--- src/rtl/trng_fifo_rd_arbiter.sv ---
// Round-robin arbiter for the FIFO1 (TRNG word FIFO) read port.
// The CPU and the UART streaming engine share the port, and UART reads are limited by a
// burst quota that button_pulse loads. Define ARB_STATS_EN to enable the delivery counters.
module trng_fifo_rd_arbiter #(
  parameter int unsigned DATA_W    = 32,
  parameter int unsigned FIFO_LAT  = 1,
  parameter int unsigned BURST_LEN = 16
) (
  input  logic              clk,
  input  logic              rst,
  input  logic              fifo1_empty,
  output logic              fifo1_rd_en,
  input  logic [DATA_W-1:0] fifo1_rd_data,
  input  logic              req_cpu,
  input  logic              req_uart,
  input  logic              button_pulse,
  output logic              gnt_cpu,
  output logic              gnt_uart,
  output logic [DATA_W-1:0] rd_data,
  output logic              rd_valid_cpu,
  output logic              rd_valid_uart,
  output logic              loading_out,
  output logic [15:0]       cnt_cpu,
  output logic [15:0]       cnt_uart
);

  localparam logic [1:0] S_IDLE    = 2'd0;
  localparam logic [1:0] S_READ    = 2'd1;
  localparam logic [1:0] S_WAIT    = 2'd2;
  localparam logic [1:0] S_DELIVER = 2'd3;

  localparam logic        WAIT_INIT = 1'(FIFO_LAT - 1);
  localparam logic [15:0] BURST_LD  = 16'(BURST_LEN);

  logic [1:0]  state;
  logic        wait_cnt;
  logic        last_uart;
  logic [15:0] burst_cnt;
  logic [15:0] burst_nxt;
  logic        elig_cpu;
  logic        elig_uart;
  logic        pick_uart;
  logic        grant;

  always_comb begin
    elig_cpu  = req_cpu;
    elig_uart = req_uart && (burst_cnt != '0);
    pick_uart = elig_uart && (!elig_cpu || !last_uart);
    grant     = !fifo1_empty && (elig_cpu || elig_uart);
  end

  // WAIT covers the cycles T+1..T+FIFO_LAT, and rd_data is captured in the last of them.
  // This places DELIVER at T+FIFO_LAT+1.
  always_ff @(posedge clk) begin
    if (rst) begin
      state         <= S_IDLE;
      wait_cnt      <= 1'b0;
      last_uart     <= 1'b1;
      fifo1_rd_en   <= 1'b0;
      gnt_cpu       <= 1'b0;
      gnt_uart      <= 1'b0;
      rd_valid_cpu  <= 1'b0;
      rd_valid_uart <= 1'b0;
      rd_data       <= '0;
    end else begin
      case (state)
        S_IDLE: begin
          if (grant) begin
            state       <= S_READ;
            fifo1_rd_en <= 1'b1;
            gnt_cpu     <= !pick_uart;
            gnt_uart    <= pick_uart;
            last_uart   <= pick_uart;
          end
        end
        S_READ: begin
          fifo1_rd_en <= 1'b0;
          wait_cnt    <= WAIT_INIT;
          state       <= S_WAIT;
        end
        S_WAIT: begin
          if (wait_cnt == 1'b0) begin
            rd_data       <= fifo1_rd_data;
            rd_valid_cpu  <= gnt_cpu;
            rd_valid_uart <= gnt_uart;
            state         <= S_DELIVER;
          end else begin
            wait_cnt <= wait_cnt - 1'b1;
          end
        end
        default: begin
          rd_valid_cpu  <= 1'b0;
          rd_valid_uart <= 1'b0;
          gnt_cpu       <= 1'b0;
          gnt_uart      <= 1'b0;
          state         <= S_IDLE;
        end
      endcase
    end
  end

  // A reload from button_pulse takes priority over the decrement in a UART delivery cycle.
  always_comb begin
    burst_nxt = burst_cnt;
    if (button_pulse)
      burst_nxt = BURST_LD;
    else if (rd_valid_uart && (burst_cnt != '0))
      burst_nxt = burst_cnt - 16'd1;
  end

  always_ff @(posedge clk) begin
    if (rst) begin
      burst_cnt   <= '0;
      loading_out <= 1'b0;
    end else begin
      burst_cnt   <= burst_nxt;
      loading_out <= (burst_nxt != '0);
    end
  end

`ifdef ARB_STATS_EN
  always_ff @(posedge clk) begin
    if (rst) begin
      cnt_cpu  <= '0;
      cnt_uart <= '0;
    end else begin
      if (rd_valid_cpu && (cnt_cpu != '1))
        cnt_cpu <= cnt_cpu + 16'd1;
      if (rd_valid_uart && (cnt_uart != '1))
        cnt_uart <= cnt_uart + 16'd1;
    end
  end
`else
  assign cnt_cpu  = '0;
  assign cnt_uart = '0;
`endif

endmodule

--- config.mk ---
export PLATFORM = sky130hd
export DESIGN_NAME = trng_fifo_rd_arbiter
export DESIGN_NICKNAME = d
export VERILOG_FILES = /design/src/rtl/trng_fifo_rd_arbiter.sv
export SDC_FILE = /design/constraint.sdc
export NUM_CORES = 1
export LEC_CHECK = 0
export BUFFER_PORTS_ARGS = -buffer_cell sky130_fd_sc_hd__buf_4
export CAP_MARGIN = 25
export CORE_MARGIN = 2
export CORE_UTILIZATION = 50
export DETAILED_ROUTE_END_ITERATION = 16
export PLACE_DENSITY = 0.82
export SETUP_SLACK_MARGIN = 0.1
export SYNTH_ARGS = -nofsm -noshare
export SYNTH_HDL_FRONTEND = slang
export SYNTH_SLANG_ARGS = --single-unit
--- constraint.sdc ---
create_clock -name clk -period 4.6 [get_ports clk]
set_input_delay 0.23 -clock clk [delete_from_list [all_inputs] [get_ports clk]]
set_output_delay 0.23 -clock clk [all_outputs]
set_load 0.01 [all_outputs]
### Word-level counts from Yosys, hierarchy flattened

Index checks and enable logic that the tools add are counted.

* reductions and logical operators: 23
* bitwise gates (word level): 3
* eq/ne operators: 4
* $add $sub $neg: 2
* multiplexer cells: 17

Operators by type and width (count)
* $mux W16: 2
* $reduce_bool A16 Y1: 2
* $sub A16 B1 Y16 const B: 1
* $pmux W1 S2: 6
* $reduce_and A2 Y1: 6
* $mux W1: 6
* $pmux W2 S3: 1
* $logic_and A1 B1 Y1: 4
* $logic_not A1 Y1: 4
* $mux W2: 2
* $ne A2 B2 Y1 const B: 2
* $reduce_bool A2 Y1: 2
* $reduce_or A2 Y1: 2
* $not A1 Y1: 3
* $eq A2 B1 Y1 const B: 1
* $eq A2 B2 Y1 const B: 1
* $logic_not A2 Y1: 1
* $logic_or A1 B1 Y1: 2
* $sub A1 B1 Y1 const B: 1

* bits in registers: 58
* logic and storage cells: 60

### Logic depth before layout (Yosys ltp)

Gate-level depths: netlist of run 1.

* depth in word-level cells: 6
* mapped depth: 9

### Worst setup path before layout of run 1

OpenSTA, ideal clock, no wires.

* path kind: register to register
* start point: reg burst_cnt[0]
* end point: reg loading_out
* cell stages (with the launch flop): 10
* library setup time: 0.131 ns
* path buffers: 1
* arrival: 2.387 ns
* setup slack: 2.082 ns
* period minus slack after synthesis: 2.518 ns
* path through: dfxtp_1 inv_1 ha_1 or4b_2 or4_4 buf_6 a211oi_2 a41oi_1 and4bb_1 a41oi_2

* cells in the longest elaborated chain, start to end: 5

RTL lines
* from (decl): RTL line 38 `logic [15:0] burst_cnt;`
* from (signal assigned): RTL line 116 `burst_cnt <= burst_nxt;`
* branches (longest 2 deep; another with $sub A16 B1 Y16)
* $mux W16 *: RTL line 107 `else if (rd_valid_uart && (burst_cnt != '0))`
* $mux W16 *: RTL line 105 `if (button_pulse)`
* $reduce_bool A16 Y1 *: RTL line 117 `loading_out <= (burst_nxt != '0);`
* to (signal assigned): RTL line 117
* to (decl): RTL line 22 `output logic loading_out,`

Mark *: on every way between the ends.
A chain may end at the register's enable or synchronous reset.

### Worst setup path after layout of run 1

Same ends and word-level chain as after synthesis.

==> results of run 1 <==
-- kinds of logic after synthesis --
logic type	share of synthesized area, %
compound gates	8.274
buf+inv	12.39
mux	12.52
xor+xnor	2.818
flops	40.79
fa+ha+maj	2.683
other cells	0.1340
simple gates	20.39
-- worst max-delay path: stages (launching register included) --
cell	delay [ns]
sky130_fd_sc_hd__dfxtp_1	0.36
sky130_fd_sc_hd__inv_1	0.14
sky130_fd_sc_hd__ha_1	0.19
sky130_fd_sc_hd__or4b_2	0.60
sky130_fd_sc_hd__or4_4	0.53
sky130_fd_sc_hd__nor4b_1	0.20
sky130_fd_sc_hd__mux2i_1	0.21
sky130_fd_sc_hd__and4bb_1	0.23
sky130_fd_sc_hd__a41oi_2	0.10
-- layout make-up --
| cell class | instances | area [um^2] |
|---|---|---|
| Clock inverter | 6 | 88.84 |
| Tap cell | 72 | 90.09 |
| Fill cell | 463 | 1963 |
| Timing Repair Buffer | 75 | 563.0 |
| Clock buffer | 10 | 137.6 |
| Sequential cell | 57 | 1141 |
| Inverter | 7 | 26.28 |
| Multi-Input combinational cell | 228 | 1429 |
-- placed cells by master (no fill, tap or decap), types with 2 or more instances in the layout --
cell	instances
sky130_fd_sc_hd__ha_1	5
sky130_fd_sc_hd__nand3_1	8
sky130_fd_sc_hd__or4_1	2
sky130_fd_sc_hd__o21bai_1	2
sky130_fd_sc_hd__o21ai_0	6
sky130_fd_sc_hd__buf_4	75
sky130_fd_sc_hd__or3_1	2
sky130_fd_sc_hd__inv_1	7
sky130_fd_sc_hd__nor3_1	5
sky130_fd_sc_hd__dfxtp_1	57
sky130_fd_sc_hd__mux2i_1	35
sky130_fd_sc_hd__nor4_1	4
sky130_fd_sc_hd__clkbuf_8	10
sky130_fd_sc_hd__and2b_2	2
sky130_fd_sc_hd__a31o_2	2
sky130_fd_sc_hd__nor2b_1	2
sky130_fd_sc_hd__or2_2	2
sky130_fd_sc_hd__clkinvlp_4	2
sky130_fd_sc_hd__bufinv_16	2
sky130_fd_sc_hd__xor2_1	3
sky130_fd_sc_hd__a21oi_1	12
sky130_fd_sc_hd__nand2_1	10
sky130_fd_sc_hd__nor2_1	59
sky130_fd_sc_hd__nor4b_1	2
sky130_fd_sc_hd__xnor2_1	6
sky130_fd_sc_hd__or4_4	2
sky130_fd_sc_hd__conb_1	32
-- final timing paths --
kind,cells past startpoint,to,from
worst max-delay path,8,loading_out$_SDFF_PP0_,burst_cnt[0]$_SDFF_PP0_
worst min-delay path,3,rd_data[17]$_SDFFE_PP0N_,fifo1_rd_data[17]
worst max register to register,8,loading_out$_SDFF_PP0_,burst_cnt[0]$_SDFF_PP0_
worst min register to register,2,rd_data[9]$_SDFFE_PP0N_,rd_data[9]$_SDFFE_PP0N_
-- synthesized netlist by cell type (all sizes together) (2+ instances only) --
master | instances | area share (%)
o21bai | 2 | 0.54
a41oi | 2 | 0.89
or2 | 3 | 0.67
xor2 | 3 | 0.94
ha | 6 | 2.7
nand2 | 10 | 1.3
xnor2 | 6 | 1.9
mux2i | 35 | 13
or4 | 4 | 1.3
buf | 38 | 10
and2 | 2 | 0.49
nor4b | 3 | 1.2
nand3 | 8 | 1.4
clkbuf | 8 | 1.5
dfxtp | 57 | 41
nor3 | 5 | 0.89
nor2 | 59 | 7.9
nor4 | 4 | 0.89
and2b | 2 | 0.63
a21oi | 12 | 2.1
or3 | 2 | 0.45
o21ai | 6 | 1.1
nor2b | 2 | 0.45
a31o | 2 | 0.63
inv | 7 | 0.94
-- metrics by stage --
step | hold WS (ns) | cell area (um^2) | total power (uW) | std cells | utilization (%)
3_5_place_dp | 0.4744 | 3249 | 700.8 | 439 | 59.74
5_1_grt | 0.1268 | 3476 | 1273 | 455 | 63.91
6_report | 0.1180 | 3476 | 1220 | 455 | 63.91
4_1_cts | 0.1049 | 3476 | 1234 | 455 | 63.91
2_1_floorplan | 0.3773 | 2914 | 658.8 | 338 | -
3_3_place_gp | 0.4623 | 3249 | 696.9 | 439 | 59.74
-- power by group through the flow --
stage	clock, uW	combinational [uW]	sequential, uW
4_1_cts	543	164	527
2_1_floorplan	0	115	544
3_5_place_dp	0	163	538
6_report	530	163	527
5_1_grt	562	181	530
3_3_place_gp	0	160	537
-- layer usage --
layer / global-route usage, % / vias up / wire length [um]
li1: - / 1120 / -
met1: 23.31 / 1042 / 2416
met2: 32.05 / 86 / 2793
met3: 7.841 / 6 / 508
met4: 9.825 / 0 / 76
met5: 0 / - / 0
-- state kept, by name (all words and copies together), names as in the netlist --
register and count:
rd_data 32, burst_cnt 16, state 2, fifo1_rd_en 1, gnt_cpu 1, gnt_uart 1, last_uart 1, loading_out 1
rd_valid_cpu 1, rd_valid_uart 1
==> impl_table.tex, run 1 <==
\begin{tabular}{lr}
\hline
Metric & Value \\
\hline
\multicolumn{2}{l}{\textbf{Setup path}} \\
\quad Register-to-register setup slack & approximately 1.9 ns \\
\quad Critical Setup Path Class & flop to flop \\
\quad Critical path capture point type & flop \\
\quad Critical path fanouts, max & 12 \\
\quad Critical Path AT & 2.91 ns \\
\quad Sort of element at the start of the critical path & flop \\
\quad Required @ worst endpoint & about 4.8 ns \\
\multicolumn{2}{l}{\textbf{Synthesis}} \\
\quad Proportion of register bits with asynchronous set or reset after synthesis & 0\% \\
\quad Synth unique cells & 54 \\
\quad Mapped Cells & 307 \\
\quad Portion of the post-synthesis area used by sequential elements & 40.79\% \\
\quad EDFF count, synth & 0 \\
\quad Most instantiated flip-flop cell in the synthesis netlist & sky130\_fd\_sc\_hd\_\_dfxtp\_1 \\
\quad Total of flip-flops plus latches after synthesis & 57 \\
\quad Syn avg cell area & between 9 and 10 um\^{}2 \\
\quad Post-Syn Area & 0.002798 mm\^{}2 \\
\quad Synthesis Warnings & 0 \\
\multicolumn{2}{l}{\textbf{Clocking}} \\
\quad Number of instances resized during post-cts repair & 0 \\
\quad Hold buffers post-CTS & 0 \\
\quad Clock tree buffer depth & 2 \\
\quad Sinks on the clock net & 57 \\
\quad Clock Pin Slew Worst Setup and Hold Paths & about 0.070 ns \\
\quad TritonCTS clock tree & yes \\
\quad CTS Buf Count & 9 \\
\quad Cell at the root of the clock tree & sky130\_fd\_sc\_hd\_\_clkbuf\_8 \\
\quad H-Tree Depth & 3 \\
\quad Post CTS Setup Buffer Count & 0 \\
\quad Insertion delay to the later sink of the worst-skew pair & 0.34 ns \\
\multicolumn{2}{l}{\textbf{Place}} \\
\quad Detailed Place HPWL & 4049 um \\
\quad Worst setup slack after placement & approximately 2 ns \\
\quad Count of input and output buffers & 75 \\
\quad Last weighted congestion value of the routability-driven placer & 0.8946 \\
\multicolumn{2}{l}{\textbf{Layout}} \\
\quad Antenna diode instance count & 0 \\
\quad Layout-stage area growth over the synthesis result & 24.24\% \\
\quad Count of nets after finishing & between 400 and 500 \\
\quad Fraction of layout instances using a drive strength above 1 & between 20 and 30\% \\
\multicolumn{2}{l}{\textbf{Floorplan}} \\
\quad Standard cell core area & approximately 0.0054 mm\^{}2 \\
\quad Floorplan die width & between 70 and 80 um \\
\quad Starting Density & between 50\% and 60\% \\
\quad Die height & 78.80 um \\
\quad I/O pin count & between 100 and 150 \\
\quad FP Rows & 27 \\
\quad Overall die area & a little over 0.006 mm\^{}2 \\
\multicolumn{2}{l}{\textbf{Power}} \\
\quad Sequential cell fraction of total power & a little over two fifths \\
\quad Cell leakage power & 0.001464 uW \\
\quad Internal power & 913.8 uW \\
\quad Net switching component of the power & 306.6 uW \\
\quad Maximum vdd ir drop & roughly 240 uV \\
\quad Proportion of power drawn by combinational gates & 13.4\% \\
\quad Net switching share of the total power & about a quarter \\
\quad Proportion of power drawn by the clock network & 43.4\% \\
\quad Total power density per cell area & 351.1 mW/mm\^{}2 \\
\multicolumn{2}{l}{\textbf{Timing}} \\
\quad Final setup violation count & 0 \\
\quad Clock tree skew after final layout & 0.007969 ns \\
\quad Setup repair after global routing missed its margin & false \\
\quad Worst-case headroom to the max-slew limit & 30.50\% \\
\quad Tmin final & roughly 2.7 ns \\
\quad Worst Max-Slew Pin Slew & 1.042 ns \\
\quad Setup Total Neg Slack & 0 ns \\
\quad Fmax & around 0.37 GHz \\
\quad Final Cycle Share & 58.79\% \\
\quad Number of hold violations in the final report & 0 \\
\quad Setup ws final & 1.896 ns \\
\quad Max Slew Vio Count & 0 \\
\multicolumn{2}{l}{\textbf{Status}} \\
\quad Run status & completed \\
\multicolumn{2}{l}{\textbf{Drt}} \\
\quad Number of design rule violations left after detail routing & 0 \\
\quad Final Routed Wirelength & slightly below 6000 um \\
\quad First-iteration detailed-routing DRC count & 152 \\
\quad Router iterations before antenna repair & 4 \\
\quad Ratio of routed vias to standard cells & 4.954 \\
\quad Vias & between 2000 and 2500 \\
\quad Detail-routed net length per standard cell & 12.73 um \\
\quad Count of antenna-violating nets left after detailed routing & 0 \\
\multicolumn{2}{l}{\textbf{Run}} \\
\quad Reported max-cap violation count & 0 \\
\multicolumn{2}{l}{\textbf{GRT}} \\
\quad Maximum number of pins on one net before global-route repair & 47 \\
\quad Global-route usage over all layers & 20.00\% \\
\quad Global-route wire length before repair & 9777 um \\
\quad Grt total ovfl & 0 \\
\quad Antenna violations before repair & 0 \\
\quad Via count of the first global-routing pass & 2241 \\
\multicolumn{2}{l}{\textbf{Worst hold path}} \\
\quad Worst min path class & primary input to flop \\
\hline
\end{tabular}
(Power assumes the default switching activity.)
==> run 2: changes to the inputs <==
--- a/config.mk
+++ b/config.mk
@@ -8,9 +8,9 @@
 export BUFFER_PORTS_ARGS = -buffer_cell sky130_fd_sc_hd__buf_4
 export CAP_MARGIN = 25
 export CORE_MARGIN = 2
-export CORE_UTILIZATION = 50
+export CORE_UTILIZATION = 44
 export DETAILED_ROUTE_END_ITERATION = 16
-export PLACE_DENSITY = 0.82
+export PLACE_DENSITY = 0.76
 export SETUP_SLACK_MARGIN = 0.1
 export SYNTH_ARGS = -nofsm -noshare
 export SYNTH_HDL_FRONTEND = slang
==> constraint.sdc (replaced) <==
create_clock -name clk -period 2.44 [get_ports clk]
set_input_delay 0.122 -clock clk [delete_from_list [all_inputs] [get_ports clk]]
set_output_delay 0.122 -clock clk [all_outputs]
set_load 0.01 [all_outputs]
==> run 2 against run 1 <==
Net effect: clock skew decreased by 0.00089 ns; cell count increased by 4.6%; clock power increased by 69%; maximum frequency increased by 14%; sequential cell count unchanged; non-clock buffer count increased by 15; total power increased by 82%; register-to-register slack got worse by 1.8 ns; hold slack got worse by 0.091 ns; critical endpoint unchanged.
==> impl_table.tex, run 2 (synthesis results as in run 1) <==
\begin{tabular}{lr}
\hline
Metric & Value \\
\hline
\multicolumn{2}{l}{\textbf{Layout}} \\
\quad Most flop-heavy register & rd\_data \\
\quad Fraction of layout instances using a drive strength above 1 & 33.33\% (+5.1 points) \\
\quad Number of flip-flops in the largest register & 32 (unchanged) \\
\quad Count of nets after finishing & 438 (+3.8\%) \\
\quad Antenna diode instance count & 0 (unchanged) \\
\quad Number of filler cells placed in the layout & 522 (+13\%) \\
\quad Layout-stage area growth over the synthesis result & 30.19\% \\
\quad Commonest cells after routing, fill and taps aside & sky130\_fd\_sc\_hd\_\_buf\_4 (89), sky130\_fd\_sc\_hd\_\_nor2\_1 (59), sky130\_fd\_sc\_hd\_\_dfxtp\_1 (53) \\
\quad Most frequent standard cell in the layout excluding fill and tap cells & sky130\_fd\_sc\_hd\_\_buf\_4 \\
\quad Registers with the most flip-flops & rd\_data x32, burst\_cnt x16, state x2 \\
\quad Final core utilization & 58.36\% (-5.5 points) \\
\multicolumn{2}{l}{\textbf{Timing}} \\
\quad Final Cycle Share & 96.85\% (+38 points) \\
\quad Clock tree skew after final layout & 0.007078 ns (-0.0008905 ns) \\
\quad Worst-case headroom to the max-slew limit & 60.43\% (+30 points) \\
\quad Tmin final & 2.363 ns (-0.3411 ns) \\
\quad Number of hold violations in the final report & 0 (unchanged) \\
\quad Worst Max-Slew Pin Slew & 0.5922 ns (-0.4502 ns) \\
\quad Fmax & 0.4231 GHz (+14\%) \\
\quad Final setup violation count & 0 (unchanged) \\
\quad Setup ws final & 0.07675 ns (-1.819 ns) \\
\quad Setup repair after global routing missed its margin & true \\
\quad Max Slew Vio Count & 0 (unchanged) \\
\multicolumn{2}{l}{\textbf{Setup path}} \\
\quad Worst-path cell chain & inv\_4 > ha\_4 > or4b\_4 > or4\_4 > nor4b\_4 > mux2i\_1 > and4bb\_1 > a41oi\_2 \\
\quad Longest individual stage delay on the worst path & 0.55 ns (-0.05 ns) \\
\quad Critical Path AT & 2.56 ns (-0.35 ns) \\
\quad Required @ worst endpoint & 2.63 ns (-2.17 ns) \\
\quad Critical path capture point type & flop \\
\quad Master of the slowest instance on the critical path & sky130\_fd\_sc\_hd\_\_or4\_4 \\
\quad Number of buffer and inverter stages on the critical path & 1 (unchanged) \\
\quad Sort of element at the start of the critical path & flop \\
\quad Cell class contributing the biggest share of worst-path delay & simple AND/OR/NAND/NOR gates \\
\quad Register-to-register setup slack & 0.08 ns (-1.82 ns) \\
\quad Critical path fanouts, max & 5 (-7) \\
\quad Critical Setup Path Class & flop to flop \\
\multicolumn{2}{l}{\textbf{Drt}} \\
\quad Count of antenna-violating nets left after detailed routing & 0 (unchanged) \\
\quad First-iteration detailed-routing DRC count & 119 (-22\%) \\
\quad Number of design rule violations left after detail routing & 0 (unchanged) \\
\quad Router iterations before antenna repair & 4 (unchanged) \\
\quad Detail-routed net length per standard cell & 13.13 um (+3.1\%) \\
\quad Final Routed Wirelength & 6248 um (+7.8\%) \\
\quad Vias & 2349 (+4.2\%) \\
\quad Ratio of routed vias to standard cells & 4.935 (-0.38\%) \\
\multicolumn{2}{l}{\textbf{Floorplan}} \\
\quad Overall die area & 0.007012 mm\^{}2 (+13\%) \\
\quad Starting Density & 44.83\% (-6.6 points) \\
\quad Floorplan die width & 83.74 um (+6.3\%) \\
\quad I/O pin count & 108 (unchanged) \\
\quad Standard cell core area & 0.006241 mm\^{}2 (+15\%) \\
\quad Die height & 83.74 um (+6.3\%) \\
\quad FP Rows & 29 (+7.4\%) \\
\multicolumn{2}{l}{\textbf{Power}} \\
\quad Maximum vdd ir drop & 510.1 uV (+120\%) \\
\quad Proportion of power drawn by the clock network & 40.5\% (-2.9 points) \\
\quad Proportion of power drawn by combinational gates & 14.9\% (+1.5 points) \\
\quad Net switching share of the total power & 25.36\% (+0.24 points) \\
\quad Net switching component of the power & 562.9 uW (+84\%) \\
\quad Internal power & 1656 uW (+81\%) \\
\quad Total power density per cell area & 609.3 mW/mm\^{}2 (+74\%) \\
\quad Sequential cell fraction of total power & 44.7\% (+1.5 points) \\
\quad Cell leakage power & 0.001559 uW (+6.6\%) \\
\multicolumn{2}{l}{\textbf{Clocking}} \\
\quad Insertion delay to the later sink of the worst-skew pair & 0.33 ns (about the same) \\
\quad Clock tree buffer depth & 2 (unchanged) \\
\quad Sinks on the clock net & 57 (unchanged) \\
\quad CTS Buf Count & 9 (unchanged) \\
\quad H-Tree Depth & 3 (unchanged) \\
\quad Cell at the root of the clock tree & sky130\_fd\_sc\_hd\_\_clkbuf\_8 \\
\quad TritonCTS clock tree & yes \\
\quad Clock Pin Slew Worst Setup and Hold Paths & 0.07 ns (about the same) \\
\multicolumn{2}{l}{\textbf{GRT}} \\
\quad Global-route wire length before repair & 10360 um (+6.0\%) \\
\quad Maximum number of pins on one net before global-route repair & 47 (unchanged) \\
\quad Via count of the first global-routing pass & 2220 (-0.94\%) \\
\quad Global-route usage over all layers & 18.16\% (-1.8 points) \\
\quad Antenna violations before repair & 0 (unchanged) \\
\quad Grt total ovfl & 0 (unchanged) \\
\multicolumn{2}{l}{\textbf{Place}} \\
\quad Worst setup slack after placement & -0.003842 ns (-1.970 ns) \\
\quad Last weighted congestion value of the routability-driven placer & 0.8462 (-5.4\%) \\
\quad Detailed Place HPWL & 4440 um (+9.6\%) \\
\quad Count of input and output buffers & 75 (unchanged) \\
\multicolumn{2}{l}{\textbf{Run}} \\
\quad Reported max-cap violation count & 0 (unchanged) \\
\multicolumn{2}{l}{\textbf{Status}} \\
\quad Run status & completed \\
\multicolumn{2}{l}{\textbf{Worst hold path}} \\
\quad Worst min path class & primary input to flop \\
\hline
\end{tabular}
-- run 2: changes by cell type in the layout (fill, tap and decap cells not counted), sizes merged --
cell / delta
buf: +15
bufinv: -1
clkbuf: +1
clkinv: +3
clkinvlp: -2
inv: -1
or4: +1
-- run 2: area by class of cell --
class	instances	area, um^2	area share, %
Multi-Input combinational cell	229	1475	40.50
Clock inverter	5	53.80	1.477
Inverter	7	28.78	0.7901
Sequential cell	57	1149	31.54
Tap cell	77	96.34	2.645
Clock buffer	11	151.4	4.157
Timing Repair Buffer	90	688.2	18.89
-- run 2: stage by stage --
step | total power (uW) | hold WS [ns] | instance area (um^2) | setup TNS, ns | cells
3_3_place_gp | 1326 | 0.3534 | 3367 | 0 | 455
3_5_place_dp | 1333 | 0.3628 | 3367 | -0.003842 | 455
6_report | 2219 | 0.02683 | 3642 | 0 | 476
2_1_floorplan | 1241 | 0.2693 | 2930 | 0 | 338
4_1_cts | 2238 | 0.01224 | 3610 | 0 | 475
5_1_grt | 2322 | 0.01100 | 3642 | 0 | 476
-- run 2: power by group through the flow --
| stage | Sequential, uW | Combinational, uW | Clock (uW) |
|---|---|---|---|
| floorplan | 1020 | 216 | 0 |
| global route | 995 | 360 | 966 |
| finish | 991 | 330 | 898 |
| CTS | 991 | 330 | 917 |
| global placement | 1010 | 316 | 0 |
| detailed placement | 1010 | 322 | 0 |
-- run 2: worst paths after layout --
| kind | from | endpoint | cells after the start |
|---|---|---|---|
| worst max-delay path | burst_cnt[0]$_SDFF_PP0_ | loading_out$_SDFF_PP0_ | 8 |
| worst min-delay path | fifo1_rd_data[10] | rd_data[10]$_SDFFE_PP0N_ | 3 |
| worst max register to register | burst_cnt[0]$_SDFF_PP0_ | loading_out$_SDFF_PP0_ | 8 |
| worst min register to register | fifo1_rd_en$_SDFFE_PP0P_ | fifo1_rd_en$_SDFFE_PP0P_ | 2 |
-- run 2: worst reg2reg max path: stages, from the launching register on --
cell and delay, ns:
sky130_fd_sc_hd__dfxtp_4 0.35, sky130_fd_sc_hd__inv_4 0.07, sky130_fd_sc_hd__ha_4 0.12, sky130_fd_sc_hd__or4b_4 0.46
sky130_fd_sc_hd__or4_4 0.55, sky130_fd_sc_hd__nor4b_4 0.16, sky130_fd_sc_hd__mux2i_1 0.20, sky130_fd_sc_hd__and4bb_1 0.24
sky130_fd_sc_hd__a41oi_2 0.08
-- run 2: routing by layer --
layer  share of wire (%)  global-route usage, %  wire [um]  vias to the layer above
li1                    -                      -          -                     1159
met1                  42                  22.51       2632                     1075
met2                  47                  29.09       2950                      109
met3                 9.7                  6.528        607                        6
met4                0.91                  6.598         57                        0
met5                   0                      0          0                        -
-- run 2: repair_timing --
| item | 4_1_cts | 5_1_grt |
|---|---|---|
| hold buffers | 0 | 0 |
| setup endpoints to repair | 7 | 3 |
| hold endpoints to repair | 0 | 0 |
| gates resized for setup | 3 | 3 |
| setup buffers | 3 | 1 |
| pin swaps | 2 | 4 |
| cloned | 1 | 0 |
==> run 3: changes to the inputs <==
--- a/config.mk
+++ b/config.mk
@@ -11,7 +11,6 @@
 export CORE_UTILIZATION = 44
 export DETAILED_ROUTE_END_ITERATION = 16
 export PLACE_DENSITY = 0.76
-export SETUP_SLACK_MARGIN = 0.1
 export SYNTH_ARGS = -nofsm -noshare
 export SYNTH_HDL_FRONTEND = slang
 export SYNTH_SLANG_ARGS = --single-unit
==> run 3 against run 2 <==
Net effect: setup slack better by 0.060 ns; sequential power is essentially flat; combinational power fell by 4%.
==> impl_table.tex, run 3 (synthesis results as in run 1) <==
\begin{tabular}{lr}
\hline
Metric & Value \\
\hline
\multicolumn{2}{l}{\textbf{Setup path}} \\
\quad Required @ worst endpoint & 2.63 ns (about the same) \\
\quad Destination of the worst register-to-register timing path & loading\_out\$\_SDFF\_PP0\_ \\
\quad Longest individual stage delay on the worst path & 0.60 ns (+0.05 ns) \\
\quad Register-to-register setup slack & 0.14 ns (+0.06 ns) \\
\quad Number of cells on the worst reg-to-reg path & 6 (-2) \\
\quad Cell class contributing the biggest share of worst-path delay & simple AND/OR/NAND/NOR gates \\
\quad Worst-path cell chain & or4\_4 > or4\_4 > nor4b\_1 > mux2i\_1 > and4bb\_1 > a41oi\_2 \\
\quad Worst R2R Start & burst\_cnt[6]\$\_SDFF\_PP0\_ \\
\quad Critical path capture point type & flop \\
\quad Critical path fanouts, max & 6 (+1) \\
\quad Critical Path AT & 2.49 ns (-0.07 ns) \\
\quad Most common cell type on the critical path & sky130\_fd\_sc\_hd\_\_or4\_4 \\
\quad Number of buffer and inverter stages on the critical path & 0 (-1) \\
\quad Sort of element at the start of the critical path & flop \\
\quad Critical Setup Path Class & flop to flop \\
\quad Master of the slowest instance on the critical path & sky130\_fd\_sc\_hd\_\_or4\_4 \\
\multicolumn{2}{l}{\textbf{Power}} \\
\quad Proportion of power drawn by the clock network & 38.0\% (-2.5 points) \\
\quad Cell leakage power & 0.001528 uW (-2.0\%) \\
\quad Maximum vdd ir drop & 380.9 uV (-25\%) \\
\quad Sum of internal, switching and leakage power & 2114 uW (-4.8\%) \\
\quad Net switching component of the power & 547.1 uW (-2.8\%) \\
\quad Sequential cell fraction of total power & 47.0\% (+2.3 points) \\
\quad Total power density per cell area & 592.3 mW/mm\^{}2 (-2.8\%) \\
\quad Proportion of power drawn by combinational gates & 15.0\% (about the same) \\
\quad Net switching share of the total power & 25.89\% (+0.52 points) \\
\quad Internal power & 1566 uW (-5.4\%) \\
\multicolumn{2}{l}{\textbf{Worst hold path}} \\
\quad End of the worst hold path & rd\_data[20]\$\_SDFFE\_PP0N\_ \\
\quad WHS Path Cells & 3 (unchanged) \\
\quad Worst min path class & primary input to flop \\
\quad Worst Min Path Start & fifo1\_rd\_data[20] \\
\multicolumn{2}{l}{\textbf{Clocking}} \\
\quad TritonCTS clock tree & yes \\
\quad Cell at the root of the clock tree & sky130\_fd\_sc\_hd\_\_clkbuf\_8 \\
\quad H-Tree Depth & 3 (unchanged) \\
\quad Insertion delay to the later sink of the worst-skew pair & 0.33 ns (about the same) \\
\quad Hold buffers post-CTS & 0 (unchanged) \\
\quad Clock tree buffer depth & 2 (unchanged) \\
\quad Post CTS Setup Buffer Count & 0 (-3) \\
\quad Sinks on the clock net & 57 (unchanged) \\
\quad Clock Pin Slew Worst Setup and Hold Paths & 0.06 ns (about the same) \\
\quad CTS Buf Count & 9 (unchanged) \\
\multicolumn{2}{l}{\textbf{Timing}} \\
\quad Final Cycle Share & 94.38\% (-2.5 points) \\
\quad Number of hold violations in the final report & 0 (unchanged) \\
\quad Worst-case headroom to the max-slew limit & 58.25\% (-2.2 points) \\
\quad Setup Total Neg Slack & 0 ns (unchanged) \\
\quad Fmax & 0.4342 GHz (+2.6\%) \\
\quad Clock tree skew after final layout & 0.004957 ns (-0.002121 ns) \\
\quad Setup repair after global routing missed its margin & false \\
\quad Tmin final & 2.303 ns (-0.06040 ns) \\
\quad Worst Max-Slew Pin Slew & 0.6248 ns (+0.03263 ns) \\
\quad Max Slew Vio Count & 0 (unchanged) \\
\quad Final setup violation count & 0 (unchanged) \\
\quad Worst-case hold slack & 0.02478 ns (-0.002055 ns) \\
\multicolumn{2}{l}{\textbf{Floorplan}} \\
\quad Overall die area & 0.007012 mm\^{}2 (unchanged) \\
\quad I/O pin count & 108 (unchanged) \\
\quad Starting Density & 44.83\% (unchanged) \\
\quad FP Rows & 29 (unchanged) \\
\quad Die height & 83.74 um (unchanged) \\
\quad Floorplan die width & 83.74 um (unchanged) \\
\quad Standard cell core area & 0.006241 mm\^{}2 (unchanged) \\
\multicolumn{2}{l}{\textbf{GRT}} \\
\quad Antenna violations before repair & 0 (unchanged) \\
\quad Maximum number of pins on one net before global-route repair & 47 (unchanged) \\
\quad Global-route usage over all layers & 17.29\% (-0.86 points) \\
\quad Global-route wire length before repair & 9984 um (-3.7\%) \\
\quad Grt total ovfl & 0 (unchanged) \\
\quad Via count of the first global-routing pass & 2311 (+4.1\%) \\
\multicolumn{2}{l}{\textbf{Drt}} \\
\quad Final Routed Wirelength & 5849 um (-6.4\%) \\
\quad Vias & 2325 (-1.0\%) \\
\quad Number of design rule violations left after detail routing & 0 (unchanged) \\
\quad Router iterations before antenna repair & 4 (unchanged) \\
\quad First-iteration detailed-routing DRC count & 109 (-8.4\%) \\
\quad Detail-routed net length per standard cell & 12.37 um (-5.8\%) \\
\quad Count of antenna-violating nets left after detailed routing & 0 (unchanged) \\
\quad Ratio of routed vias to standard cells & 4.915 (-0.39\%) \\
\multicolumn{2}{l}{\textbf{Layout}} \\
\quad Layout-stage area growth over the synthesis result & 27.55\% \\
\quad Fraction of layout instances using a drive strength above 1 & 32.32\% (-1.0 points) \\
\quad Registers with the most flip-flops & rd\_data x32, burst\_cnt x16, state x2 \\
\quad Design area & 0.003568 mm\^{}2 (-2.0\%) \\
\quad Most flop-heavy register & rd\_data \\
\quad Count of nets after finishing & 436 (-0.46\%) \\
\quad Number of flip-flops in the largest register & 32 (unchanged) \\
\quad Antenna diode instance count & 0 (unchanged) \\
\quad Commonest cells after routing, fill and taps aside & sky130\_fd\_sc\_hd\_\_buf\_4 (88), sky130\_fd\_sc\_hd\_\_nor2\_1 (59), sky130\_fd\_sc\_hd\_\_dfxtp\_1 (56) \\
\quad Most frequent standard cell in the layout excluding fill and tap cells & sky130\_fd\_sc\_hd\_\_buf\_4 \\
\multicolumn{2}{l}{\textbf{Status}} \\
\quad Run status & completed \\
\multicolumn{2}{l}{\textbf{Place}} \\
\quad Last weighted congestion value of the routability-driven placer & 0.8106 (-4.2\%) \\
\quad Detailed Place HPWL & 4136 um (-6.8\%) \\
\quad Count of input and output buffers & 75 (unchanged) \\
\quad Cell area after placement & 0.003354 mm\^{}2 (-0.37\%) \\
\multicolumn{2}{l}{\textbf{Run}} \\
\quad Reported max-cap violation count & 0 (unchanged) \\
\hline
\end{tabular}
-- run 3: cell types whose count changed in the layout (fill, tap and decap cells not counted), sizes merged --
cell / change
buf: -2
bufinv: -1
clkbuf: +1
clkinv: -1
-- run 3: routing by layer --
layer	vias up	routed length, um	GRT usage, %
met5	-	0	0
met4	0	94	8.504
met3	6	455	4.847
met2	92	2715	28.36
met1	1078	2584	20.78
li1	1149	-	-
-- run 3: what timing repair did --
action,CTS,global route
endpoints found under the setup margin,2,2
pin swaps,1,2
gates cloned,1,0
gates resized for setup,2,5
-- run 3: area by class of cell --
type / count / area [um^2]
Tap cell: 77 / 96.34
Inverter: 7 / 26.28
Timing Repair Buffer: 88 / 660.6
Sequential cell: 57 / 1142
Multi-Input combinational cell: 229 / 1463
Clock inverter: 3 / 15.01
Fill cell: 553 / 2673
Clock buffer: 12 / 165.2
-- run 3: metrics by stage --
step | instances | worst slack [ns] | util (%)
finish | 473 | 0.1372 | 57.18
global placement | 457 | 0.01051 | 53.75
CTS | 473 | 0.04982 | 56.88
detailed placement | 457 | -0.01226 | 53.75
global route | 473 | 0.02452 | 57.18
floorplan | 338 | 0.001160 | -
-- run 3: how the worst max path moves through the flow --
stage	endpoint	cells after the start	start	slack, ns
after floorplan	loading_out$_SDFF_PP0_	9	burst_cnt[0]$_SDFF_PP0_	0.001
after global placement	loading_out$_SDFF_PP0_	8	burst_cnt[0]$_SDFF_PP0_	0.01
after detailed placement	state[1]$_SDFFE_PP0N_	8	burst_cnt[1]$_SDFF_PP0_	-0.01
after CTS	loading_out$_SDFF_PP0_	6	burst_cnt[6]$_SDFF_PP0_	0.05
after global routing	state[1]$_SDFFE_PP0N_	6	burst_cnt[10]$_SDFF_PP0_	0.02
final	loading_out$_SDFF_PP0_	6	burst_cnt[6]$_SDFF_PP0_	0.14
-- run 3: power by group through the flow --
stage                     combinational, uW  sequential [uW]  clock, uW
after detailed placement                315             1010          0
after floorplan                         216             1030          0
final                                   317              993        804
after global placement                  310             1010          0
after CTS                               317              992        823
after global routing                    350              997        856
-- run 3: worst register-to-register path: stages (launching register included) --
cell                       delay [ns]
sky130_fd_sc_hd__dfxtp_1         0.31
sky130_fd_sc_hd__or4_4           0.56
sky130_fd_sc_hd__or4_4           0.60
sky130_fd_sc_hd__nor4b_1         0.18
sky130_fd_sc_hd__mux2i_1         0.19
sky130_fd_sc_hd__and4bb_1        0.22
sky130_fd_sc_hd__a41oi_2         0.10
